**src/rtl/zero_detector.sv**
```systemverilog
// 64-bit zero detector with optional leading-zero count (enabled by ZERO_DETECTOR_LZC_EN).
// Latency: two register stages (nibble flags, then reduction); one operand per cycle.
// Backpressure: none; each result is valid only in its out_valid cycle.
module zero_detector (
    input  logic        clk,
    input  logic        rst,
    input  logic [63:0] in,
    input  logic        in_valid,
    output logic        out,
    output logic        out_valid,
    output logic [6:0]  lz_count
);

    // Stage 1: per-nibble zero flags, captured only for qualified operands
    logic [15:0] grp_zero_d, grp_zero_q;
    logic        vld1_d, vld1_q;

    // Stage 2: reduced result, held while no new operand arrives
    logic        out_d, out_q;
    logic        out_vld_d, out_vld_q;

    always_comb begin
        vld1_d     = in_valid;
        grp_zero_d = grp_zero_q;
        if (in_valid) begin
            for (int g = 0; g < 16; g++) begin
                grp_zero_d[g] = (in[4*g +: 4] == 4'h0);
            end
        end
    end

    always_ff @(posedge clk or posedge rst) begin
        if (rst) begin
            grp_zero_q <= '0;
            vld1_q     <= 1'b0;
        end else begin
            grp_zero_q <= grp_zero_d;
            vld1_q     <= vld1_d;
        end
    end

    always_comb begin
        out_vld_d = vld1_q;
        out_d     = out_q;
        if (vld1_q) begin
            out_d = &grp_zero_q;
        end
    end

    always_ff @(posedge clk or posedge rst) begin
        if (rst) begin
            out_q     <= 1'b0;
            out_vld_q <= 1'b0;
        end else begin
            out_q     <= out_d;
            out_vld_q <= out_vld_d;
        end
    end

    assign out       = out_q;
    assign out_valid = out_vld_q;

`ifdef ZERO_DETECTOR_LZC_EN
    function automatic logic [2:0] nib_lz(input logic [3:0] n);
        logic [2:0] r;
        casez (n)
            4'b1???: r = 3'd0;
            4'b01??: r = 3'd1;
            4'b001?: r = 3'd2;
            4'b0001: r = 3'd3;
            default: r = 3'd4;
        endcase
        return r;
    endfunction

    logic [15:0][2:0] grp_lz_d, grp_lz_q;
    logic [6:0]       lz_sum;
    logic             found;
    logic [6:0]       lz_d, lz_q;

    always_comb begin
        grp_lz_d = grp_lz_q;
        if (in_valid) begin
            for (int g = 0; g < 16; g++) begin
                grp_lz_d[g] = nib_lz(in[4*g +: 4]);
            end
        end
    end

    // Walk nibbles from the MSB end; an all-zero word sums to 64
    always_comb begin
        lz_sum = 7'd0;
        found  = 1'b0;
        for (int g = 15; g >= 0; g--) begin
            if (!found) begin
                if (grp_zero_q[g]) begin
                    lz_sum = lz_sum + 7'd4;
                end else begin
                    lz_sum = lz_sum + {4'b0000, grp_lz_q[g]};
                    found  = 1'b1;
                end
            end
        end
    end

    always_comb begin
        lz_d = lz_q;
        if (vld1_q) begin
            lz_d = lz_sum;
        end
    end

    always_ff @(posedge clk or posedge rst) begin
        if (rst) begin
            grp_lz_q <= '0;
            lz_q     <= 7'd0;
        end else begin
            grp_lz_q <= grp_lz_d;
            lz_q     <= lz_d;
        end
    end

    assign lz_count = lz_q;
`else
    assign lz_count = 7'd0;
`endif

endmodule

```
**config.mk**
```make
export PLATFORM = sky130hd
export DESIGN_NAME = zero_detector
export DESIGN_NICKNAME = d
export VERILOG_FILES = /design/src/rtl/zero_detector.sv
export SDC_FILE = /design/constraint.sdc
export NUM_CORES = 1
export LEC_CHECK = 0
export ABC_CLOCK_PERIOD_IN_PS = 2300
export CORE_MARGIN = 5
export CORE_UTILIZATION = 33
export CTS_CLUSTER_DIAMETER = 120
export CTS_CLUSTER_SIZE = 24
export DETAILED_ROUTE_END_ITERATION = 16
export MAX_ROUTING_LAYER = met4
export PLACE_DENSITY = 0.87
export SYNTH_ARGS = -nofsm -noshare
export SYNTH_HDL_FRONTEND = slang
export SYNTH_SLANG_ARGS = --single-unit
```
**constraint.sdc**
```tcl
create_clock -name clk -period 2.3 [get_ports clk]
set_clock_uncertainty 0.05 [all_clocks]
set_input_delay 0.23 -clock clk [delete_from_list [all_inputs] [get_ports clk]]
set_output_delay 0.23 -clock clk [all_outputs]
set_load 0.05 [all_outputs]
```
# After elaboration in Yosys (flattened, before gate mapping)
# Index checks and enable logic that the tools add are counted.
# word_totals
register_bits	19
in_bits	67
out_inout_bits	9
word_cells	21
# op_classes
reduce_logical	17
# op_table
op	n
$logic_not A4 Y1	16
$reduce_and A16 Y1	1

# Depth between registers and ports, before layout
# depth
depth_word	1
ltp_mapped	3
ltp_nobuf	3

# Least setup slack after synthesis
# OpenSTA, ideal clock, no wires.
# synth_timing
path_kind	register to register
from	register vld1_q, in the netlist out_vld_d
to	register out_q, in the netlist out
setup_ns	0.080
t_arrival_ns	0.994
required_time_ns	2.170
slack_ns	1.175
path_stages_with_launch	4
path_buffers	0
synth_period_minus_slack_ns	1.125
path_cell_list	dfrtp_1 -> nand4_1 -> or4_1 -> o22ai_2
# synth_rtl
element	line	text
start, declared	16	logic vld1_d, vld1_q;
start signal, assigned	38	vld1_q <= vld1_d;
end signal, assigned	55	out_q <= out_d;
end, declared	19	logic out_d, out_q;

# Final worst setup path
# layout_timing
from	register out_q, in the netlist out
to	output port out
# layout_rtl
element	line	text
end, declared	9	output logic out,
# No word-level cell between the ends.

==> summary.md <==
| Metric | Value |
|---|---|
| Io pins | 76 |
| Hold buffers post-CTS | 0 |
| Post-CTS Resized | 0 |
| Hold Path Class | in2async |
| DP Wirelength | 2.32 mm |
| Synth cell types | 12 |
| Outcome | finished, final reports clean |
| Vias/cell | 4.86 |
| CP delay by family, top | buffers and inverters |
| Peak supply drop | 0.398 mV |
| Row count | 18 |
| Max incr delay on CP | 0.81 ns |
| Total track usage | 13.6% |
| DRT iter0 DRCs | 1 |
| Share of cells above drive strength 1 | 15.0% |
| Die Area | 3800 um2 |
| CTS max path bufs | 2 |
| Initial Util | 34.9% |
| Clock latency on the worst-skew pair | 0.28 ns |
| Initial antenna violation count | 0 |
| Largest net degree at the start of global routing | 20 |
| H-tree lvl count | 1 |
| Register area share after synthesis | 54.1% |
| Total setup buffers inserted after CTS | 0 |
| TritonCTS Sinks | 19 |
| Clock slew at reported path FFs | 0.10 ns |
| Maximum clock rate | 0.577 GHz |
| Arr. time, crit path | 1.45 ns |
| Post-route cell area | 1590 um2 |
| Dpl ws | 0.830 ns |
| GRT Residual Overflow | 0 |
| Chip width | 61.6 um |
| Syn. warnings | 0 |
| CTS tree | yes |
| WL/cell | 15.1 um |
| GPL Wtd Cong | 0.634 |
| Pwr Density | 433 nW/um2 |
| Syn Area/Cell | 12.6 um2 |
| Placed cell area | 1560 um2 |
| Crit. End Element | output port |
| Total wire length | 2.57 mm |
| CP bufs+invs | 1 |
| Gate Count Post-Synth | 70 |
| RSZ-0062 raised after global routing | false |
| Total CTS buffers | 3 |
| CORE AREA | 2520 um2 |
| Via count | 826 |
| # port buffers | 68 |
| Clk Tree Root Cell | clkbuf_4 |
| Worst EP required | 2.02 ns |
| Setup_tns | 0 ns |
| Minimum clock period | 1.73 ns |
| Worst Slack Setup Final | 0.566 ns |
| Antenna Cells | 0 |
| Max Cap Viol | 0 |
| Relative slew slack | 54.2% |
| Worst-path cell chain | clkdlybuf4s50_1 |
| DRC | 0 |
| Slowest CP cell | clkdlybuf4s50_1 |
| Antenna Nets Post-Route | 0 |
| Initial DRT Pass Iterations | 3 |
| Flop and latch count out of synthesis | 19 |
| Max Slew Vio Count | 0 |
| Die height | 61.6 um |
| # nets final | 208 |
| Leakage | 0.000666 uW |
| Vias in the first global route | 914 |
| Startpoint Class | register |
| Crit path kind | reg2out |
| Worst slew pin tran | 0.687 ns |
| Synthesis-to-finish area growth | 80.7% |
| Final Hold Viols | 0 |
| Crit-path max FO | 2 |
| Cell Area, Synth | 880 um2 |
| Global-route wire length before repair | 3.75 mm |
| Final setup viols | 0 |
| Final period utilization | 75.4% |
## logic make-up after synthesis
| logic type | Yosys count | share of synthesized area (%) |
|---|---|---|
| AOI/OAI and AO/OA | 1 | 1.42 |
| buffers and inverters | 11 | 8.25 |
| DFF | 19 | 54.1 |
| muxes | 16 | 20.5 |
| other | 1 | 0.426 |
| and+or+nand+nor | 22 | 15.4 |
## path summary, 6_finish.rpt
kind | cells past startpoint | endpoint | startpoint | slack, ns
worst max-delay path | 1 | out | out$_DFFE_PP0P_ | 0.57
worst min-delay path | 2 | grp_zero_q[14]$_DFFE_PP0P_ | rst | 0.30
worst max register to register | 3 | out$_DFFE_PP0P_ | out_vld_d$_DFF_PP0_ | 1.07
worst min register to register | 0 | out_valid$_DFF_PP0_ | out_vld_d$_DFF_PP0_ | 0.38
max in group asynchronous | 2 | grp_zero_q[4]$_DFFE_PP0P_ | rst | 1.47
min in group clk | 0 | out_valid$_DFF_PP0_ | out_vld_d$_DFF_PP0_ | 0.38
## routing by layer
layer / vias up / global-route usage, % / share of wire, %
li1: 392 / - / -
met1: 381 / 13.5 / 35
met2: 53 / 26.5 / 52
met3: 0 / 5.03 / 13
met4: 0 / 0 / 0
met5: - / - / 0
## flip-flops by register name, summed over array words and instances, names as in the netlist
name / cells
out_valid: 1
out: 1
out_vld_d: 1
grp_zero_q: 16
## cells in the final DEF, fill, tap and decap left out
master / instances
nand2_1: 1
nand4_1: 3
clkdlybuf4s50_1: 68
inv_1: 2
clkbuf_1: 1
or4_1: 1
dfrtp_1: 19
conb_1: 7
mux2_2: 16
o22ai_2: 1
nor4_1: 16
buf_4: 1
clkbuf_4: 3
nand3_1: 1
## synth_stat cells, drive strengths merged
cell type  instances  share of area [%]
inv                2               0.85
nand3              1               0.57
conb               1               0.43
or4                1               0.85
nand2              1               0.43
dfrtp             19                 54
mux2              16                 20
nand4              3                2.1
o22ai              1                1.4
nor4              16                 11
buf                9                7.4
## final cells by class
type | instances | area, um2
Fill cell | 228 | 933
Timing Repair Buffer | 69 | 688
Sequential cell | 19 | 475
Multi-Input combinational cell | 46 | 354
Tap cell | 30 | 37.5
Clock buffer | 4 | 26.3
Inverter | 2 | 7.51
## power breakdown
| group | internal, uW | switching [uW] | leakage [uW] |
|---|---|---|---|
| registers | 346 | 6.68 | 0.000257 |
| logic | 114 | 61.7 | 0.000395 |
| clock network | 67.2 | 92.1 | 0.0000150 |
## per-stage QoR
stage	instances	hold slack, ns	power, uW	utilization [%]
2_1_floorplan	76	0.131	423	-
3_3_place_gp	166	0.355	529	62.0
3_5_place_dp	166	0.355	536	62.0
4_1_cts	170	0.315	690	63.0
5_1_grt	170	0.367	717	63.0
6_report	170	0.298	688	63.0
Note: power is estimated with default switching activity, not from simulation.
